<file path="src/rtl/coin_pkg.sv">
// Shared coin codes and emitter state encoding for the coin acceptor front end.
package coin_pkg;

   typedef logic [1:0] coin_t;

   localparam coin_t COIN_NONE = 2'b00;
   localparam coin_t COIN_5    = 2'b01;
   localparam coin_t COIN_10   = 2'b10;

   typedef enum logic [1:0] {
      EM_IDLE = 2'b00,
      EM_EMIT = 2'b01,
      EM_GAP  = 2'b10
   } emit_state_e;

endpackage

</file>
<file path="src/rtl/coin_debounce.sv">
// One coin-slot channel: 2-flop synchroniser, level debouncer and a
// single-cycle pulse on each accepted rising edge of the debounced level.
module coin_debounce #(
   parameter int unsigned DEBOUNCE_CYCLES = 16
) (
   input  logic clk,
   input  logic rst,
   input  logic i_raw,
   output logic o_rise
);

   localparam int unsigned CNT_W = $clog2(DEBOUNCE_CYCLES);

   logic             r_meta;
   logic             r_sync;
   logic             r_deb;
   logic [CNT_W-1:0] r_cnt;
   logic             r_rise;

   // The flip cycle doubles as the edge detector, so the pulse needs no extra flop.
   always_ff @(posedge clk or posedge rst) begin
      if (rst) begin
         r_meta <= 1'b0;
         r_sync <= 1'b0;
         r_deb  <= 1'b0;
         r_cnt  <= '0;
         r_rise <= 1'b0;
      end else begin
         r_meta <= i_raw;
         r_sync <= r_meta;
         r_rise <= 1'b0;
         if (r_sync != r_deb) begin
            if (r_cnt == CNT_W'(DEBOUNCE_CYCLES - 1)) begin
               r_deb  <= r_sync;
               r_cnt  <= '0;
               r_rise <= r_sync;
            end else begin
               r_cnt <= r_cnt + CNT_W'(1);
            end
         end else begin
            r_cnt <= '0;
         end
      end
   end

   assign o_rise = r_rise;

endmodule

</file>
<file path="src/rtl/coin_acceptor.sv">
// Coin acceptor: debounces both slots, queues accepted coins and feeds them to
// the vending FSM as spaced single-cycle codes; unacceptable coins pulse reject.
module coin_acceptor
   import coin_pkg::*;
#(
   parameter int unsigned DEBOUNCE_CYCLES = 16,
   parameter int unsigned GAP_CYCLES      = 2,
   parameter int unsigned FIFO_DEPTH      = 4
) (
   input  logic       clk,
   input  logic       rst,
   input  logic       coin5_raw,
   input  logic       coin10_raw,
   input  logic       accept_en,
   output logic [1:0] coinin,
   output logic       reject,
   output logic       busy
);

   localparam int unsigned PTR_W = $clog2(FIFO_DEPTH);
   localparam int unsigned CNT_W = PTR_W + 1;
   localparam int unsigned GAP_W = $clog2(GAP_CYCLES + 1);

   logic              w_rise5;
   logic              w_rise10;

   coin_t             r_mem [FIFO_DEPTH];
   logic [PTR_W-1:0]  r_wr;
   logic [PTR_W-1:0]  r_rd;
   logic [CNT_W-1:0]  r_count;

   emit_state_e       r_state;
   emit_state_e       w_state_nxt;
   logic [GAP_W-1:0]  r_gap;
   logic [GAP_W-1:0]  w_gap_nxt;
   coin_t             r_coinin;
   coin_t             w_coinin_nxt;
   logic              r_reject;
   logic              r_busy;

   logic [CNT_W-1:0]  w_free;
   logic              w_push5;
   logic              w_push10;
   logic              w_pop;
   logic              w_reject_nxt;
   logic [CNT_W-1:0]  w_count_nxt;
   logic [PTR_W-1:0]  w_wr10;
   logic              w_busy_nxt;

   coin_debounce #(.DEBOUNCE_CYCLES(DEBOUNCE_CYCLES)) u_deb5 (
      .clk    (clk),
      .rst    (rst),
      .i_raw  (coin5_raw),
      .o_rise (w_rise5)
   );

   coin_debounce #(.DEBOUNCE_CYCLES(DEBOUNCE_CYCLES)) u_deb10 (
      .clk    (clk),
      .rst    (rst),
      .i_raw  (coin10_raw),
      .o_rise (w_rise10)
   );

   // Admission: slots free at the start of the cycle only; 5 fen wins a single slot.
   always_comb begin
      w_free       = CNT_W'(FIFO_DEPTH) - r_count;
      w_push5      = accept_en && w_rise5 && (w_free != '0);
      w_push10     = accept_en && w_rise10 && (w_free > CNT_W'(w_push5));
      w_reject_nxt = (w_rise5 && !w_push5) || (w_rise10 && !w_push10);
      w_wr10       = r_wr + PTR_W'(w_push5);
      w_count_nxt  = r_count + CNT_W'(w_push5) + CNT_W'(w_push10) - CNT_W'(w_pop);
   end

   // Emitter next-state and next-output.
   always_comb begin
      w_state_nxt  = r_state;
      w_gap_nxt    = r_gap;
      w_coinin_nxt = COIN_NONE;
      w_pop        = 1'b0;
      case (r_state)
         EM_IDLE: begin
            if (r_count != '0) begin
               w_pop        = 1'b1;
               w_coinin_nxt = r_mem[r_rd];
               w_state_nxt  = EM_EMIT;
            end
         end
         EM_EMIT: begin
            w_gap_nxt   = '0;
            w_state_nxt = EM_GAP;
         end
         EM_GAP: begin
            if (r_gap == GAP_W'(GAP_CYCLES - 1)) begin
               if (r_count != '0) begin
                  w_pop        = 1'b1;
                  w_coinin_nxt = r_mem[r_rd];
                  w_state_nxt  = EM_EMIT;
               end else begin
                  w_state_nxt = EM_IDLE;
               end
            end else begin
               w_gap_nxt = r_gap + GAP_W'(1);
            end
         end
         default: w_state_nxt = EM_IDLE;
      endcase
      w_busy_nxt = (w_count_nxt != '0) || (w_state_nxt != EM_IDLE);
   end

   always_ff @(posedge clk or posedge rst) begin
      if (rst) begin
         r_wr     <= '0;
         r_rd     <= '0;
         r_count  <= '0;
         r_state  <= EM_IDLE;
         r_gap    <= '0;
         r_coinin <= COIN_NONE;
         r_reject <= 1'b0;
         r_busy   <= 1'b0;
      end else begin
         r_wr     <= w_wr10 + PTR_W'(w_push10);
         r_rd     <= r_rd + PTR_W'(w_pop);
         r_count  <= w_count_nxt;
         r_state  <= w_state_nxt;
         r_gap    <= w_gap_nxt;
         r_coinin <= w_coinin_nxt;
         r_reject <= w_reject_nxt;
         r_busy   <= w_busy_nxt;
      end
   end

   // Queue storage; contents are only meaningful below r_count.
   always_ff @(posedge clk) begin
      if (w_push5) begin
         r_mem[r_wr] <= COIN_5;
      end
      if (w_push10) begin
         r_mem[w_wr10] <= COIN_10;
      end
   end

   assign coinin = r_coinin;
   assign reject = r_reject;
   assign busy   = r_busy;

endmodule

</file>
<file path="config.mk">
export PLATFORM = sky130hd
export DESIGN_NAME = coin_acceptor
export DESIGN_NICKNAME = d
export VERILOG_FILES = /design/src/rtl/coin_pkg.sv /design/src/rtl/coin_debounce.sv /design/src/rtl/coin_acceptor.sv
export SDC_FILE = /design/constraint.sdc
export NUM_CORES = 1
export LEC_CHECK = 0
export ABC_CLOCK_PERIOD_IN_PS = 3200
export CORE_ASPECT_RATIO = 1.4
export CORE_UTILIZATION = 50
export DETAILED_ROUTE_END_ITERATION = 8
export DONT_BUFFER_PORTS = 1
export GPL_TIMING_DRIVEN = 0
export PLACE_DENSITY = 0.75
export SLEW_MARGIN = 20
export SYNTH_ARGS = -nofsm -noshare
export SYNTH_HDL_FRONTEND = slang
export SYNTH_SLANG_ARGS = --single-unit
</file>
<file path="constraint.sdc">
create_clock -name clk -period 3.2 [get_ports clk]
set_input_delay 0.16 -clock clk [delete_from_list [all_inputs] [get_ports clk]]
set_output_delay 0.16 -clock clk [all_outputs]
set_load 0.05 [all_outputs]
</file>
==> results.yml, run 1 <==
outcome:
  outcome: "complete, but fails checks"
  violations: "negative setup slack"
detailed_routing:
  viasPerCell: 5.56
  vias: 1062
  antenna_left: 0
  first_pass_iters: 4
  drcViolationCount: 0
  routed_wl_mm: 2.72
  dr.first_iter.drc_count: 18
  wire_per_inst_um: 14.2
synthesis:
  synthMuxAreaShare_pct: 4.53
  synthFlopType: "dfrtp_1"
  yosys.area_share.simple_pct: 10.4
  ys_seq_area_share_pct: 54.6
  synth_top_family_by_area: "compound AO/OA/AOI/OAI gates"
  synth_edf_count: 0
  synth-xor-area-share_pct: 5.11
  synth-adder-area-share_pct: 10.4
  synth.distinct_cells: 37
  syn_area_um2: 1710
  synth_compound_gate_area_share_pct: 10.6
  synth_seq_cells: 39
  synth_cells: 135
  avgSynthCellArea_um2: 12.7
  synth_fp_nets: 153
  ys.warnings.count: 0
  synth_async_sr_flop_share_pct: 79.5
cts:
  clk_latency_ns: 0.29
  cts_root_buf: "clkbuf_8"
  path_clk_slew_ns: 0.07
  cts.sinks: 39
  cts_tree: "yes"
  cts_max_level: 2
  cts-buffers-inserted: 5
  clk_path_buf_depth: 2
die:
  ioPinCount: 9
  initial_core_util_pct: 53.8
  die_h_um: 71.3
  die_x_um: 51.5
  fp.dieArea_um2: 3670
  rows: 24
  coreArea_um2: 3180
critical_path:
  cp_slowest_stage_delay_ns: 0.48
  crit_chain: "inv_2 -> ha_4 -> ha_1 -> nand3b_1 -> inv_2 -> ha_1 -> nor2_1 -> o311ai_4 -> inv_2 -> fa_2 -> fa_2 -> xnor2_2 -> xnor2_1 -> or4b_1"
  worstPathRequired_ns: 3.36
  startpoint_type: "flop"
  reg2reg_from: "r_count[0]"
  critical-path-top-delay-family: "adder cells"
  crit_arrival_ns: 3.37
  worst-path-buf-inv: 3
  path_class: "flop to flop"
  crit_path_end_kind: "flop"
  reg2reg_slack_ns: -0.009
  reg2regPathDepth: 14
  r2r-end: "busy"
  worst_path_max_delay_cell: "or4b_1"
  cp_max_fo: 4
  crit_path_frequent_cell: "inv_2"
timing:
  max_freq_ghz: 0.312
  slew-limit-headroom_pct: 59.2
  hold_viol_final: 0
  skew_ns: 0.00395
  finalCritPeriodShare_pct: 100
  timing.final.ws_setup_ns: -0.00916
  finalMaxSlewViolations: 0
  worst_pin_slew_ns: 0.611
  finalSetupViolations: 1
  post-route-min-period_ns: 3.21
  rsz0062_at_grt: "yes"
job:
  max_cap_violations: 0
grt:
  antenna_found_initial: 0
  grt_pass1_wl_mm: 4.95
  grt_overflow: 0
  grt_pass1_vias: 1139
  grt_util_all_layers_pct: 18.8
  grt_start_max_net_pins: 32
min_path:
  holdPathEnd: "r_mem[2][1]"
  hold_start: "accept_en"
  min_path_type: "input pin to flop"
  hold_path_depth: 3
placed_design:
  portBuffers: 0
  hpwl_mm: 1.96
  place.gp.congestion: 0.761
pwr:
  p_leak_nw: 0.929
  ir_worst_vdd_v: 0.000528
  p_total_mw: 1.62
  p_per_area_nw_per_um2: 817
finish:
  mostFrequentLayoutCells: "dfrtp_1 (31), inv_1 (12), ha_1 (10)"
  drive_gt1_share_pct: 21.1
  num-nets-final: 169
  fillCellCount: 266
  n_antenna_cell: 0
  synthToLayoutAreaGrowth_pct: 15.6
  layout_commonest_cell: "dfrtp_1"
  fin_util_pct: 62.2
## layer usage
layer	wire [um]	global-route usage, %	part of all wire [%]
met5	0	0	0
met4	63	9.91	2.3
met3	107	6.79	3.9
met2	1440	32.0	53
met1	1100	19.8	41
## synthesized netlist by cell type, types with 3 or more instances
library cell	instances	area share, %
dfrtp_1	31	45
dfxtp_1	8	9.3
ha_1	11	8.0
nand3_1	4	1.2
inv_1	17	3.7
nor2b_1	3	1.1
xnor2_1	8	4.1
nor3_1	3	0.88
a22o_1	3	1.5
nor2_1	4	0.88
nor3b_1	3	1.3
a21oi_1	4	1.2
## cell families (layout without fill, tap and decap cells)
| family | count (synthesis) | in the layout |
|---|---|---|
| xor gates and xnor gates | 10 | 10 |
| AOI/OAI and AO/OA | 21 | 21 |
| buffers and inverters | 19 | 36 |
| DFF | 39 | 39 |
| and+or+nand+nor | 28 | 28 |
| muxes | 5 | 5 |
| adders and majority gates | 13 | 13 |
## sequential cells by signal (all words and copies together), names as in the netlist, 2 cells and up
register	count
coinin	2
r_count	3
r_rd	2
u_deb5.r_cnt	4
r_gap	2
r_mem	8
r_wr	2
u_deb10.r_cnt	4
r_state	2
## what timing repair did
item | 4_1_cts | 5_1_grt
hold buffers | 2 | 1
setup buffers | 5 | 1
gates resized for setup | 4 | 0
endpoints found under the hold margin | 2 | 31
setup endpoints to repair | 2 | 1
pin swaps | 1 | 0
## per-stage QoR
stage | setup TNS, ns | worst slack, ns | area (um^2) | hold slack (ns) | cells
CTS | -0.0335 | -0.0335 | 1960 | 0.0809 | 189
floorplan | -0.0948 | -0.0948 | 1720 | 0.191 | 135
detailed placement | -0.449 | -0.449 | 1770 | 0.191 | 174
finish | -0.00916 | -0.00916 | 1980 | 0.214 | 191
global route | -0.152 | -0.152 | 1980 | 0.213 | 191
global placement | -0.356 | -0.356 | 1770 | 0.191 | 174
## power breakdown
group	total [mW]	switching, mW	leakage (nW)	internal, mW
clock	0.415	0.163	0.0612	0.252
combinational	0.535	0.250	0.408	0.285
sequential	0.667	0.0954	0.460	0.572
## how the worst max path moves through the flow
stage                     cells past startpoint        from  slack, ns   end
final                                        14  r_count[0]     -0.009  busy
after global routing                         14  r_count[0]      -0.15  busy
after CTS                                    14  r_count[1]      -0.03  busy
after detailed placement                     14  r_count[0]      -0.45  busy
after global placement                       14  r_count[0]      -0.36  busy
after floorplan                              14  r_count[0]      -0.09  busy
## area by class of cell
| cell class | instances | area [um^2] | area share (%) |
|---|---|---|---|
| well taps | 39 | 48.8 | 2.47 |
| flip-flops and latches | 39 | 936 | 47.3 |
| repair buffers | 9 | 75.1 | 3.79 |
| inverters | 17 | 63.8 | 3.22 |
| clock inverters | 2 | 35.0 | 1.77 |
| multi-input cells | 77 | 727 | 36.7 |
| plain buffers | 2 | 11.3 | 0.569 |
| clock buffers | 6 | 82.6 | 4.17 |
## worst min-delay path: cells and delay by family
family	cells	cell delay [ns]
AOI/OAI and AO/OA	2	0.14
buffers and inverters	1	0.14
No activity file was read; power rests on OpenSTA's default activity.
==> run 2: changes to the inputs <==
- GPL_TIMING_DRIVEN: 0 -> unset
- REMOVE_ABC_BUFFERS: unset -> 1
==> run 2 against run 1 <==
Effect of this change: the run now ends clean; cell count is the same; wire length grew 2.8%; die area is the same; clock-buffer cell count is the same; largest cell class unchanged; setup slack gained 0.089 ns; critical endpoint unchanged; sequential share of layout area grew 0.70 points; total power shrank 6.3%.
==> results.yml, run 2 (synthesized netlist as in run 1, its figures left out) <==
finish:
  fin_util_pct: 61.3
  num-nets-final: 169
  largest_reg_flops: 8
  n_antenna_cell: 0
  reg.largest.list: "r_mem: 8 flops, u_deb10.r_cnt: 4 flops, u_deb5.r_cnt: 4 flops"
  top_register: "r_mem"
  fillCellCount: 250
  drive_gt1_share_pct: 20.4
  synthToLayoutAreaGrowth_pct: 13.9
  mostFrequentLayoutCells: "dfrtp_1 (31), inv_1 (13), ha_1 (10)"
  layout_commonest_cell: "dfrtp_1"
job:
  max_cap_violations: 0
pwr:
  p_leak_nw: 0.916
  ir_worst_vdd_v: 0.000623
  p_total_mw: 1.52
  p_per_area_nw_per_um2: 777
detailed_routing:
  vias: 1058
  first_pass_iters: 4
  dr.first_iter.drc_count: 21
  wire_per_inst_um: 14.6
  antenna_left: 0
  drcViolationCount: 0
  routed_wl_mm: 2.79
  viasPerCell: 5.54
grt:
  antenna_found_initial: 0
  grt_overflow: 0
  grt_util_all_layers_pct: 18.1
  grt_start_max_net_pins: 32
  grt_pass1_vias: 1132
  grt_pass1_wl_mm: 4.72
timing:
  slew-limit-headroom_pct: 57.7
  finalSetupViolations: 0
  post-route-min-period_ns: 3.12
  final.setup.tns_ns: 0
  skew_ns: 0.00761
  rsz0062_at_grt: "yes"
  max_freq_ghz: 0.320
  finalCritPeriodShare_pct: 97.5
  timing.final.ws_setup_ns: 0.0797
  finalMaxSlewViolations: 0
  worst_pin_slew_ns: 0.634
  hold_viol_final: 0
  hold_ws_ns: 0.207
die:
  ioPinCount: 9
  rows: 24
  fp.dieArea_um2: 3670
  die_h_um: 71.3
  coreArea_um2: 3180
  die_x_um: 51.5
  initial_core_util_pct: 53.8
cts:
  cts_root_buf: "clkbuf_8"
  clk_path_buf_depth: 2
  cts-buffers-inserted: 5
  cts.sinks: 39
  cts_tree: "yes"
  clk_latency_ns: 0.29
  cts_max_level: 2
  path_clk_slew_ns: 0.08
critical_path:
  crit_path_end_kind: "flop"
  cp_max_fo: 2
  startpoint_type: "flop"
  reg2reg_slack_ns: 0.08
  reg2regPathDepth: 14
  path_class: "flop to flop"
  crit_arrival_ns: 3.28
  worstPathRequired_ns: 3.36
placed_design:
  place_ws_ns: -0.107
  place.gp.congestion: 0.793
  portBuffers: 0
  hpwl_mm: 2.11
min_path:
  min_path_type: "input pin to flop"
  hold_path_depth: 3
outcome:
  outcome: "finished, final reports clean"
run 2: critical path, cell delays in order, from the launching register on:
cell and delay, ns:
dfrtp_1 0.39, inv_2 0.09, ha_4 0.14, ha_1 0.12, nand3b_1 0.11, inv_1 0.06
ha_1 0.27, nor2_1 0.06, o311ai_4 0.24, inv_2 0.08, fa_2 0.34, fa_2 0.36
xnor2_2 0.14, xnor2_1 0.14, or4b_1 0.46
run 2: final timing paths:
path | from | end
max | r_count[0] | busy
min | accept_en | r_mem[0][1]
max reg2reg | r_count[0] | busy
min reg2reg | u_deb10.r_meta | u_deb10.r_sync
max in group asynchronous | rst | r_wr[1]
min in group asynchronous | rst | u_deb5.r_cnt[3]
run 2: per-layer routing:
metal | track usage [%] | vias to the layer above | part of all wire [%]
met5 | 0 | - | 0
met4 | 9.91 | 0 | 3.3
met3 | 6.37 | 10 | 4.2
met2 | 32.2 | 22 | 55
met1 | 17.5 | 522 | 37
li1 | - | 504 | -
run 2: layout make-up:
type / count / area (um^2) / share of cell area (%)
multi-input cells: 77 / 727 / 37.3
flip-flops and latches: 39 / 936 / 48.0
well taps: 39 / 48.8 / 2.50
repair buffers: 11 / 90.1 / 4.62
clock inverters: 2 / 12.5 / 0.641
clock buffers: 6 / 72.6 / 3.72
inverters: 17 / 63.8 / 3.27
run 2: what timing repair did:
action | in CTS | in global routing
endpoints found under the hold margin | 2 | 31
resized for setup | 4 | 4
setup buffers | 1 | 0
pin swaps | 1 | 0
hold buffers | 2 | 1
endpoints found under the setup margin | 1 | 1
run 2: metrics by stage:
step	std cells	instance area [um^2]
2_1_floorplan	133	1700
3_3_place_gp	179	1800
3_5_place_dp	179	1800
4_1_cts	190	1920
5_1_grt	191	1950
6_report	191	1950
run 2: report_power, final:
group,switching [mW],internal (mW),leakage (nW)
clock network,0.163,0.152,0.0412
logic,0.239,0.284,0.415
registers,0.107,0.572,0.460
total,0.509,1.01,0.916
